--- src/rtl/mult_hilo_ctrl.sv ---
// Execute-stage controller for the serial multiplier and the HI/LO registers.
// Latches one multiply per issue, starts the multiplier, waits for its sticky
// done flag to clear and rise again, then writes the 64-bit product to HI/LO.
// Also serves MFHI/MFLO/MTHI/MTLO and the pipeline stall interlock.
//
// Ports:
//   clk, rst                 clock, asynchronous active-high reset
//   issue_valid/_signed/_a/_b multiply issue from EX
//   flush                    squash the in-flight multiply
//   mfhi_req, mflo_req       HI/LO read requests (rd_data, combinational)
//   mthi_valid, mtlo_valid   HI/LO writes of mt_data (applied in IDLE)
//   mul_prod, mul_done       multiplier result and sticky done level
//   mul_start/_signed/_a/_b  registered multiplier request
//   hi, lo                   architectural HI/LO
//   stall, busy              interlock and in-flight indication
//   err_timeout              sticky multiplier timeout flag
module mult_hilo_ctrl #(
  parameter int unsigned TIMEOUT = 96
) (
  input  logic        clk,
  input  logic        rst,
  input  logic        issue_valid,
  input  logic        issue_signed,
  input  logic [31:0] issue_a,
  input  logic [31:0] issue_b,
  input  logic        flush,
  input  logic        mfhi_req,
  input  logic        mflo_req,
  input  logic        mthi_valid,
  input  logic        mtlo_valid,
  input  logic [31:0] mt_data,
  input  logic [63:0] mul_prod,
  input  logic        mul_done,
  output logic        mul_start,
  output logic        mul_signed,
  output logic [31:0] mul_a,
  output logic [31:0] mul_b,
  output logic [31:0] hi,
  output logic [31:0] lo,
  output logic [31:0] rd_data,
  output logic        stall,
  output logic        busy,
  output logic        err_timeout
);

  localparam int unsigned CNT_W = $clog2(TIMEOUT + 1);
  localparam logic [CNT_W-1:0] CNT_LAST = CNT_W'(TIMEOUT - 1);

  typedef enum logic [1:0] {
    IDLE,
    START,
    WAIT_CLR,
    WAIT_DONE
  } state_e;

  state_e             state_q, state_d;
  logic [31:0]        hi_q, hi_d;
  logic [31:0]        lo_q, lo_d;
  logic [31:0]        mul_a_q, mul_a_d;
  logic [31:0]        mul_b_q, mul_b_d;
  logic               mul_start_q, mul_start_d;
  logic               mul_signed_q, mul_signed_d;
  logic               discard_q, discard_d;
  logic               err_timeout_q, err_timeout_d;
  logic [CNT_W-1:0]   cnt_q, cnt_d;

  // Next-state and register updates
  always_comb begin
    state_d       = state_q;
    hi_d          = hi_q;
    lo_d          = lo_q;
    mul_a_d       = mul_a_q;
    mul_b_d       = mul_b_q;
    mul_start_d   = mul_start_q;
    mul_signed_d  = mul_signed_q;
    discard_d     = discard_q;
    err_timeout_d = err_timeout_q;
    cnt_d         = cnt_q;

    case (state_q)
      IDLE: begin
        // MT writes land even alongside an issue; the product overwrites later
        if (mthi_valid) hi_d = mt_data;
        if (mtlo_valid) lo_d = mt_data;
        if (issue_valid && !flush) begin
          mul_a_d      = issue_a;
          mul_b_d      = issue_b;
          mul_signed_d = issue_signed;
          discard_d    = 1'b0;
          state_d      = START;
        end
      end

      START: begin
        mul_start_d = 1'b1;
        cnt_d       = '0;
        if (flush) discard_d = 1'b1;
        state_d     = WAIT_CLR;
      end

      // Hold start until the previous op's sticky done has dropped
      WAIT_CLR: begin
        cnt_d = cnt_q + CNT_W'(1);
        if (flush) discard_d = 1'b1;
        if (cnt_q == CNT_LAST) begin
          err_timeout_d = 1'b1;
          mul_start_d   = 1'b0;
          state_d       = IDLE;
        end else if (!mul_done) begin
          mul_start_d = 1'b0;
          state_d     = WAIT_DONE;
        end
      end

      WAIT_DONE: begin
        cnt_d = cnt_q + CNT_W'(1);
        if (flush) discard_d = 1'b1;
        if (mul_done) begin
          // A flush arriving on the capture cycle still squashes the result
          if (!(discard_q || flush)) begin
            hi_d = mul_prod[63:32];
            lo_d = mul_prod[31:0];
          end
          state_d = IDLE;
        end else if (cnt_q == CNT_LAST) begin
          err_timeout_d = 1'b1;
          mul_start_d   = 1'b0;
          state_d       = IDLE;
        end
      end

      default: state_d = IDLE;
    endcase
  end

  // State and output registers
  always_ff @(posedge clk or posedge rst) begin
    if (rst) begin
      state_q       <= IDLE;
      hi_q          <= '0;
      lo_q          <= '0;
      mul_a_q       <= '0;
      mul_b_q       <= '0;
      mul_start_q   <= 1'b0;
      mul_signed_q  <= 1'b0;
      discard_q     <= 1'b0;
      err_timeout_q <= 1'b0;
      cnt_q         <= '0;
    end else begin
      state_q       <= state_d;
      hi_q          <= hi_d;
      lo_q          <= lo_d;
      mul_a_q       <= mul_a_d;
      mul_b_q       <= mul_b_d;
      mul_start_q   <= mul_start_d;
      mul_signed_q  <= mul_signed_d;
      discard_q     <= discard_d;
      err_timeout_q <= err_timeout_d;
      cnt_q         <= cnt_d;
    end
  end

  // Read mux: MFHI wins, no bypass of same-cycle MT writes
  always_comb begin
    rd_data = '0;
    if (mfhi_req)      rd_data = hi_q;
    else if (mflo_req) rd_data = lo_q;
  end

  assign busy        = (state_q != IDLE);
  assign stall       = busy & (issue_valid | mfhi_req | mflo_req | mthi_valid | mtlo_valid);
  assign hi          = hi_q;
  assign lo          = lo_q;
  assign mul_a       = mul_a_q;
  assign mul_b       = mul_b_q;
  assign mul_start   = mul_start_q;
  assign mul_signed  = mul_signed_q;
  assign err_timeout = err_timeout_q;

endmodule

--- config.mk ---
export PLATFORM = sky130hd
export DESIGN_NAME = mult_hilo_ctrl
export DESIGN_NICKNAME = d
export VERILOG_FILES = /design/src/rtl/mult_hilo_ctrl.sv
export SDC_FILE = /design/constraint.sdc
export NUM_CORES = 1
export LEC_CHECK = 0
export ABC_AREA = 1
export CAP_MARGIN = 20
export CORE_MARGIN = 5
export CORE_UTILIZATION = 29
export DETAILED_ROUTE_END_ITERATION = 8
export PLACE_DENSITY_LB_ADDON = 0.1
export SETUP_SLACK_MARGIN = 0.1
export SYNTH_ARGS = -nofsm -noshare
export SYNTH_HDL_FRONTEND = slang
export SYNTH_SLANG_ARGS = --single-unit
--- constraint.sdc ---
create_clock -name clk -period 7.8 [get_ports clk]
set_input_delay 1.17 -clock clk [delete_from_list [all_inputs] [get_ports clk]]
set_output_delay 1.17 -clock clk [all_outputs]
set_load 0.03 [all_outputs]
==> flow_metrics.tcl <==
set metrics [dict create \
    hold_path_class "flop to flop" \
    layout_min_cycle_time_ns 4.61 \
    cts_tree "done" \
    syn_area_um2 6890 \
    dp.cells 1360 \
    synth-main-ff-cell "dfrtp_1" \
    cp_cell_sequence "clkdlybuf4s50_1, buf_8, inv_1, nand2_1, buf_4, o21ai_0, clkdlybuf4s50_1" \
    antenna_cells 0 \
    cts_resized 0 \
    cpMostUsedCell "clkdlybuf4s50_1" \
    synthArstFlopShare_pct 100 \
    cts_hold_buffers 0 \
    ys_seq_area_share_pct 51.2 \
    finalInstanceArea_um2 11000 \
    die_x_um 164 \
    areaGrowthSynthToFinish_pct 60.3 \
    cts_made_buffers 17 \
    antenna_found_initial 2 \
    gp_congestion 0.799 \
    min_from "mul_start" \
    htree_levels 4 \
    setup_tns_ns 0 \
    drv_slew 0 \
    routed_via_density 4.30 \
    worst_ir_drop_vdd_uv 173 \
    synth_top_area_cell "dfrtp_1" \
    firstDrtPassIters 6 \
    arrival_ns 3.44 \
    cts_root_buffer "clkbuf_16" \
    globalRouteOverflowTotal 0 \
    cpMaxStageDelayCell "clkdlybuf4s50_1" \
    crit_buf_inv 5 \
    ant_nets 0 \
    grtUsageTotal_pct 17.0 \
    clk_latency_ns 0.43 \
    initial_core_util_pct 29.4 \
    drt-wirelength-per-cell_um 16.7 \
    die-area_um2 26900 \
    start_kind "input port" \
    power.leakage_nw 5.14 \
    synth-seq-cells 141 \
    synth_cell_types 33 \
    coreArea_um2 23400 \
    cts.path.max_buffers 2 \
    critical_path.endpoint_type "output pin" \
    p_per_area_nw_per_um2 439 \
    instances_no_fill 1394 \
    critPathKind "input port to output pin" \
    nFillCells 2355 \
    drt-initial-drc-count 310 \
    multi_input_area_um2 2730 \
    worstSetupStartpoint "mfhi_req" \
    portBuffers 334 \
    r2r-start "state_q[1]" \
    grt_pass1_wl_um 35100 \
    skew_ns 0.0181 \
    max_freq_mhz 217 \
    run_status "finished clean" \
    critical_path_required_ns 6.63 \
    synth_nets 909 \
    final-hold-violation-count 0 \
    maxCapViolations 0 \
    num_io_pins 335 \
    setup_viol 0 \
    grt_pass1_vias 6057 \
    slew_headroom_pct 28.2 \
    path_clk_slew_ns 0.07 \
    rsz0062_at_grt "no" \
    period_share_pct 59.1 \
    synth_edf_count 0 \
    syn_avg_cell_area_um2 9.34 \
    die_h_um 164 \
    grt_max_degree 76 \
    vias 5995 \
    dpl.hpwl_um 17300 \
    cts_sinks 141 \
    ff_latch_area_um2 3530 \
    tightest_slew_ns 1.08 \
    cp_slowest_stage_delay_ns 0.71 \
    yosysWarnings 0 \
    place_area_um2 10400 \
    cp_max_fo 32 \
    crit_family "buffers and inverters" \
    nets 1233 \
    synthDominantCellAreaShare_pct 51.2 \
    synth.area.top_cells "dfrtp_1 51%, nand2_1 15%, mux2_4 11%, o21ai_0 5.3%, inv_1 4.3%" \
    synthCells 738 \
    cts_setup_buffers 0 \
    row_count 56 \
    drive_gt1_share_pct 11.2 \
    routed_wl_um 23300 \
    drcViolationCount 0 \
]
-- cells in the mapped netlist (all sizes together) (2+ instances only) --
cell type	n
nand2	274
dfrtp	141
o21ai	104
inv	82
mux2	65
buf	30
nor2	11
clkbuf	7
nand3	7
a21oi	5
nor3	2
o21bai	2
o22ai	2
-- cell type report --
class | instances | share of cell area, %
Sequential cell | 141 | 31.9
Timing Repair Buffer | 342 | 31.1
Multi-Input combinational cell | 477 | 24.7
Clock buffer | 18 | 3.98
Tap cell | 319 | 3.61
Inverter | 83 | 3.02
Clock inverter | 14 | 1.67
-- layout by cell type (no fill, tap or decap), types with 2 or more instances in the layout --
cell type,netlist,layout
dfrtp_1,141,141
clkdlybuf4s50_1,0,334
bufinv_16,0,3
inv_1,79,78
o21ai_1,28,28
nand2_1,270,270
nand3_1,7,7
a21oi_1,5,5
o21bai_1,2,2
inv_2,2,2
mux2_2,15,15
clkinv_4,0,5
inv_6,1,5
clkbuf_16,0,17
o21ai_0,73,73
o21ai_2,3,3
nor2_1,10,10
nand2_4,2,3
mux2_4,50,50
buf_4,5,6
-- worst register-to-register path, stage by stage (launching register included) --
cell and delay (ns):
dfrtp_1 0.63, nand2_4 0.43, inv_2 0.51, buf_4 0.50, nand2_1 0.13, nand2_1 0.08, inv_1 0.03, o21ai_0 0.16
-- layer usage --
| layer | GRT usage (%) | share of wire, % |
|---|---|---|
| met3 | 6.70 | 9.0 |
| met4 | 3.81 | 0.85 |
| met2 | 27.5 | 47 |
| met1 | 21.6 | 43 |
| met5 | 0 | 0.11 |
-- power by group --
group	internal, mW	switching, mW
combinational	1.15	1.53
sequential	1.08	0.239
clock	0.519	0.337
-- state kept, by name (all words and copies together), names as in the netlist --
name         cells
mul_signed       1
err_timeout      1
mul_b           32
discard_q        1
lo              32
mul_start        1
mul_a           32
state_q          2
hi              32
cnt_q            7
-- kinds of logic (layout without fill, tap and decap cells) --
logic type | after synthesis | count (layout) | synth area share, %
adders and majority gates | 1 | 1 | 0.182
AOI/OAI and AO/OA | 115 | 115 | 8.93
and+or+nand+nor | 295 | 295 | 17.0
buffers and inverters | 120 | 457 | 9.24
DFF | 141 | 141 | 51.2
muxes | 65 | 65 | 13.3
xor gates and xnor gates | 1 | 1 | 0.127
-- stage by stage --
| step | hold slack (ns) | total power [mW] | util, % | setup WS (ns) |
|---|---|---|---|---|
| floorplan | 0.462 | 2.95 | - | 2.85 |
| global placement | 0.474 | 4.03 | 44.4 | 2.85 |
| detailed placement | 0.465 | 4.04 | 44.4 | 2.80 |
| CTS | 0.485 | 4.93 | 47.0 | 2.80 |
| global route | 0.515 | 5.15 | 47.2 | 3.04 |
| finish | 0.480 | 4.85 | 47.2 | 3.19 |
-- final timing paths --
kind / slack (ns) / endpoint / cells past startpoint
max: 3.19 / rd_data[19] / 7
min: 0.48 / mul_start / 2
max reg2reg: 5.23 / hi[22] / 7
min reg2reg: 0.48 / mul_start / 2
max in group asynchronous: 5.56 / mul_a[21] / 4
min in group asynchronous: 1.20 / mul_b[12] / 2
No activity file was read; power rests on OpenSTA's default activity.
==> variant 1 (same settings) <==
Take the reset off `hi_q` and load it in a clocked block of its own.
--- a/src/rtl/mult_hilo_ctrl.sv
+++ b/src/rtl/mult_hilo_ctrl.sv
@@ -137,7 +137,6 @@
   always_ff @(posedge clk or posedge rst) begin
     if (rst) begin
       state_q       <= IDLE;
-      hi_q          <= '0;
       lo_q          <= '0;
       mul_a_q       <= '0;
       mul_b_q       <= '0;
@@ -148,7 +147,6 @@
       cnt_q         <= '0;
     end else begin
       state_q       <= state_d;
-      hi_q          <= hi_d;
       lo_q          <= lo_d;
       mul_a_q       <= mul_a_d;
       mul_b_q       <= mul_b_d;
@@ -158,6 +156,10 @@
       err_timeout_q <= err_timeout_d;
       cnt_q         <= cnt_d;
     end
+  end
+
+  always_ff @(posedge clk) begin
+    hi_q <= hi_d;
   end
 
   // Read mux: MFHI wins, no bypass of same-cycle MT writes
Function: changed (Yosys sat finds a counterexample within 4 cycles, from zero or initial values and one cycle with rst high).
==> variant 1 against the original RTL <==
- sequential cell count unchanged
- design area decreased by 2.3%
- maximum frequency increased by 3.1%
- area after synthesis decreased by 3.0%
- sequential share of layout area increased by 2.2 points
- routed wire length decreased by 0.93%
- clock skew decreased by 0.0076 ns
- setup slack improved by 0.14 ns
- power decreased by 8.1%
==> variant 1: results (changes against the original RTL) <==
<table>
<tr><th>Metric</th><th>Value</th></tr>
<tr><th colspan="2">Critical path</th></tr>
<tr><td>Maximum cell stage delay along the critical path</td><td>0.59 ns (was 0.71 ns)</td></tr>
<tr><td>Worst-case reg-to-reg path depth</td><td>6 (was 7)</td></tr>
<tr><td>Capture instance of the worst register-to-register path</td><td>hi[13] (was hi[22])</td></tr>
<tr><td>Critical path peak fanout</td><td>34 (was 32)</td></tr>
<tr><td>Worst Path Arrival</td><td>3.30 ns (was 3.44 ns)</td></tr>
<tr><td>Setup slack of the worst register-to-register path</td><td>4.67 ns (was 5.23 ns)</td></tr>
<tr><td>Worst setup path endpoint</td><td>rd_data[30] (was rd_data[19])</td></tr>
<tr><th colspan="2">Synthesis</th></tr>
<tr><td>Fraction of the yosys area taken by sequential cells</td><td>55.2% (was 51.2%)</td></tr>
<tr><td>List of most frequent post-synthesis cells</td><td>nand2_1 (274), dfrtp_1 (109), mux2_4 (50), inv_1 (42), nand3_1 (39) (was nand2_1 (270), dfrtp_1 (141), inv_1 (79), o21ai_0 (73), mux2_4 (50))</td></tr>
<tr><td>Library cells used by synthesis</td><td>32 (was 33)</td></tr>
<tr><th colspan="2">Finish</th></tr>
<tr><td>Post-layout instance count excluding filler cells</td><td>1,289 (was 1,394)</td></tr>
<tr><td>Number of nets in the layout</td><td>1,162 (was 1,233)</td></tr>
<tr><td>Share of post-route cells with drive strength above 1</td><td>11.7% (was 11.2%)</td></tr>
<tr><th colspan="2">Global route</th></tr>
<tr><td>Global-route total usage across every layer</td><td>17.5% (was 17.0%)</td></tr>
<tr><td>Maximum number of pins on one net before global-route repair</td><td>67 (was 76)</td></tr>
<tr><td>Via count of the first global-routing pass</td><td>5,917 (was 6,057)</td></tr>
<tr><td>First-pass GRT wire length</td><td>35,400 µm (was 35,100 µm)</td></tr>
<tr><th colspan="2">Min path</th></tr>
<tr><td>Hold Crit Endpoint</td><td>cnt_q[6] (was mul_start)</td></tr>
<tr><td>Depth of the worst hold-timing path</td><td>1 (was 2)</td></tr>
<tr><th colspan="2">Place</th></tr>
<tr><td>DP Cell Count</td><td>1,257 (was 1,360)</td></tr>
<tr><th colspan="2">Timing</th></tr>
<tr><td>Worst Clk Skew</td><td>0.0105 ns (was 0.0181 ns)</td></tr>
<tr><td>Worst slew slack as a fraction of its limit</td><td>31.2% (was 28.2%)</td></tr>
<tr><th colspan="2">Outcome</th></tr>
<tr><td>Outcome</td><td>completed (unchanged)</td></tr>
<tr><th colspan="2">Power and ir drop</th></tr>
<tr><td>Leakage power total</td><td>4.94 nW (was 5.14 nW)</td></tr>
<tr><th colspan="2">Route</th></tr>
<tr><td>Pre-Repair DR Iteration Count</td><td>4 (was 6)</td></tr>
</table>
-- variant 1: changes by cell type in the layout (fill, tap and decap cells not counted), sizes merged, moves of 3 or more --
cell    before  now
nand2      274  277
edfxtp       0   32
o21ai      104   40
clkinv       7    4
dfrtp      141  109
inv         86   54
nand3        7   39
-- variant 1: cell type report --
cell class | instances | share of cell area [%]
multi-input combinational | 444 | 23.6
tap | 285 | 3.30
sequential | 141 | 34.2
clock inverter | 14 | 1.36
clock buffer | 18 | 4.17
inverter | 46 | 1.79
timing repair buffer | 341 | 31.6
-- variant 1: cells by family after synthesis --
| logic type | share of synthesized area (%) |
|---|---|
| adders and majority gates | 0.187 |
| DFF | 55.2 |
| AOI/OAI and AO/OA | 4.14 |
| and+or+nand+nor | 19.7 |
| buffers and inverters | 6.83 |
| muxes | 13.9 |
-- variant 1: routing by layer --
layer | track usage (%) | vias up | part of all wire [%]
met5 | 0 | - | 0
met4 | 5.27 | 0 | 1.5
met3 | 4.57 | 15 | 6.3
met2 | 31.5 | 171 | 53
met1 | 20.4 | 2689 | 40
li1 | - | 2807 | -
-- variant 1: worst max-delay path: cells and delay by family --
kind | cells | cell delay, ns
simple gates | 2 | 0.14
buf+inv | 4 | 1.95
-- variant 1: where the power goes --
group / switching (mW) / internal, mW / total [mW]
clock: 0.360 / 0.472 / 0.832
combinational: 1.30 / 1.01 / 2.31
sequential: 0.216 / 1.10 / 1.32
total: 1.87 / 2.58 / 4.46
-- variant 1: metrics by stage --
| stage | area, µm² | worst slack [ns] |
|---|---|---|
| after CTS | 10800 | 3.29 |
| after global placement | 10200 | 3.11 |
| after global routing | 10800 | 3.16 |
| after floorplan | 6680 | 3.76 |
| final | 10800 | 3.33 |
| after detailed placement | 10200 | 3.29 |
==> variant 2 (same settings) <==
Made on the original files. The parameter `TIMEOUT` goes from 96 to 192.
--- a/src/rtl/mult_hilo_ctrl.sv
+++ b/src/rtl/mult_hilo_ctrl.sv
@@ -15,7 +15,7 @@
 //   stall, busy              interlock and in-flight indication
 //   err_timeout              sticky multiplier timeout flag
 module mult_hilo_ctrl #(
-  parameter int unsigned TIMEOUT = 96
+  parameter int unsigned TIMEOUT = 192
 ) (
   input  logic        clk,
   input  logic        rst,
Behaviour: same outputs for any inputs over 4 cycles, from zero or initial values and one cycle with rst high; that may be too few to reach the edited logic, so the function may still have changed.
==> variant 2 against the original RTL <==
- design area up 0.11%
- critical endpoint is now rd_data[2]
- count of clock-buffer cells in the layout up 1
- final cell count up 0.57%
- first-iteration DRC count down 4.5%
- sequential share of layout area up 0.21 points
- sequential cell count up 1
- power up 0.25%
- maximum frequency up 0.32%
- setup slack better by 0.015 ns
- highest routed layer is now met4
- routed wire length up 6.3%
- area after synthesis about the same
==> variant 2: results (changes against the original RTL) <==
<table>
<tr><th>Metric</th><th>Value</th></tr>
<tr><th colspan="2">Place</th></tr>
<tr><td>Routability Congestion</td><td>0.826 (was 0.799)</td></tr>
<tr><td>DP Area</td><td>10,500 µm² (was 10,400 µm²)</td></tr>
<tr><td>DP Cell Count</td><td>1,370 (was 1,360)</td></tr>
<tr><td>Post-detail-place hpwl</td><td>18,000 µm (was 17,300 µm)</td></tr>
<tr><th colspan="2">Power and ir drop</th></tr>
<tr><td>Clock group share of total power</td><td>17.1% (was 17.6%)</td></tr>
<tr><td>Largest voltage drop on the vdd net</td><td>0.000215 V (was 0.000173 V)</td></tr>
<tr><th colspan="2">Synthesis</th></tr>
<tr><td>Fraction of the yosys area taken by sequential cells</td><td>51.6% (was 51.2%)</td></tr>
<tr><td>Synth Area per Inst</td><td>9.14 µm² (was 9.34 µm²)</td></tr>
<tr><th colspan="2">Finish</th></tr>
<tr><td>Filler instances</td><td>2,284 (was 2,355)</td></tr>
<tr><td>Multi-input logic portion of the cell area</td><td>25.3% (was 24.7%)</td></tr>
<tr><td>Clk_buf instances</td><td>19 (was 18)</td></tr>
<tr><td>Non-clock buffer area fraction after layout</td><td>30.7% (was 31.1%)</td></tr>
<tr><td>ClkCell Share</td><td>5.40% (was 5.64%)</td></tr>
<tr><td>Sequential cell area share</td><td>32.2% (was 31.9%)</td></tr>
<tr><td>Number of sequential cells in the layout</td><td>142 (was 141)</td></tr>
<tr><th colspan="2">Timing</th></tr>
<tr><td>Fraction of the cycle the final worst path needs</td><td>58.9% (was 59.1%)</td></tr>
<tr><td>Worst-Margin Slew</td><td>0.897 ns (was 1.08 ns)</td></tr>
<tr><th colspan="2">Critical path</th></tr>
<tr><td>Worst setup path endpoint</td><td>rd_data[2] (was rd_data[19])</td></tr>
<tr><td>Critical path peak fanout</td><td>21 (was 32)</td></tr>
<tr><th colspan="2">Route</th></tr>
<tr><td>Top metal layer carrying routed signals</td><td>met4 (was met5)</td></tr>
<tr><td>DR iter-0 viols</td><td>296 (was 310)</td></tr>
<tr><td>Met3 layer wire length in the routed design</td><td>2080 µm (was 2100 µm)</td></tr>
<tr><td>Wire per inst</td><td>17.7 µm (was 16.7 µm)</td></tr>
<tr><td>Pre-Repair DR Iteration Count</td><td>4 (was 6)</td></tr>
<tr><td>Met1 wire length</td><td>10,400 µm (was 10,000 µm)</td></tr>
<tr><th colspan="2">Global route</th></tr>
<tr><td>Via count of the first global-routing pass</td><td>6,251 (was 6,057)</td></tr>
<tr><td>Met1 track demand over resource</td><td>22.9% (was 21.6%)</td></tr>
<tr><td>First-pass GRT wire length</td><td>37,500 µm (was 35,100 µm)</td></tr>
<tr><td>Met3 usage</td><td>5.57% (was 6.70%)</td></tr>
<tr><th colspan="2">Outcome</th></tr>
<tr><td>Outcome</td><td>completed (unchanged)</td></tr>
</table>
## variant 2: cell count changes in the layout (fill, tap and decap cells not counted), sizes merged, moves of 2 or more
cell | unedited run | this run
a21oi | 5 | 3
nand3 | 7 | 70
nor2 | 11 | 14
nand2 | 274 | 218
inv | 86 | 83
## variant 2: cell families (layout without fill, tap and decap cells)
kind of cell               Yosys count  after routing  synth area share [%]
adders and majority gates            1              1                 0.182
and+or+nand+nor                    308            308                  18.5
muxes                               65             65                  13.4
buffers and inverters              125            455                  7.94
DFF                                142            142                  51.6
AOI/OAI and AO/OA                  112            112                  8.38
## variant 2: worst min-delay path by stage
stage                      from          end  slack, ns  depth (start not counted)
floorplan              cnt_q[6]     cnt_q[6]       0.46                          1
global placement    err_timeout  err_timeout       0.46                          1
detailed placement  err_timeout  err_timeout       0.46                          1
CTS                 err_timeout  err_timeout       0.48                          1
global route          mul_b[14]    mul_b[14]       0.52                          1
finish              err_timeout  err_timeout       0.47                          1
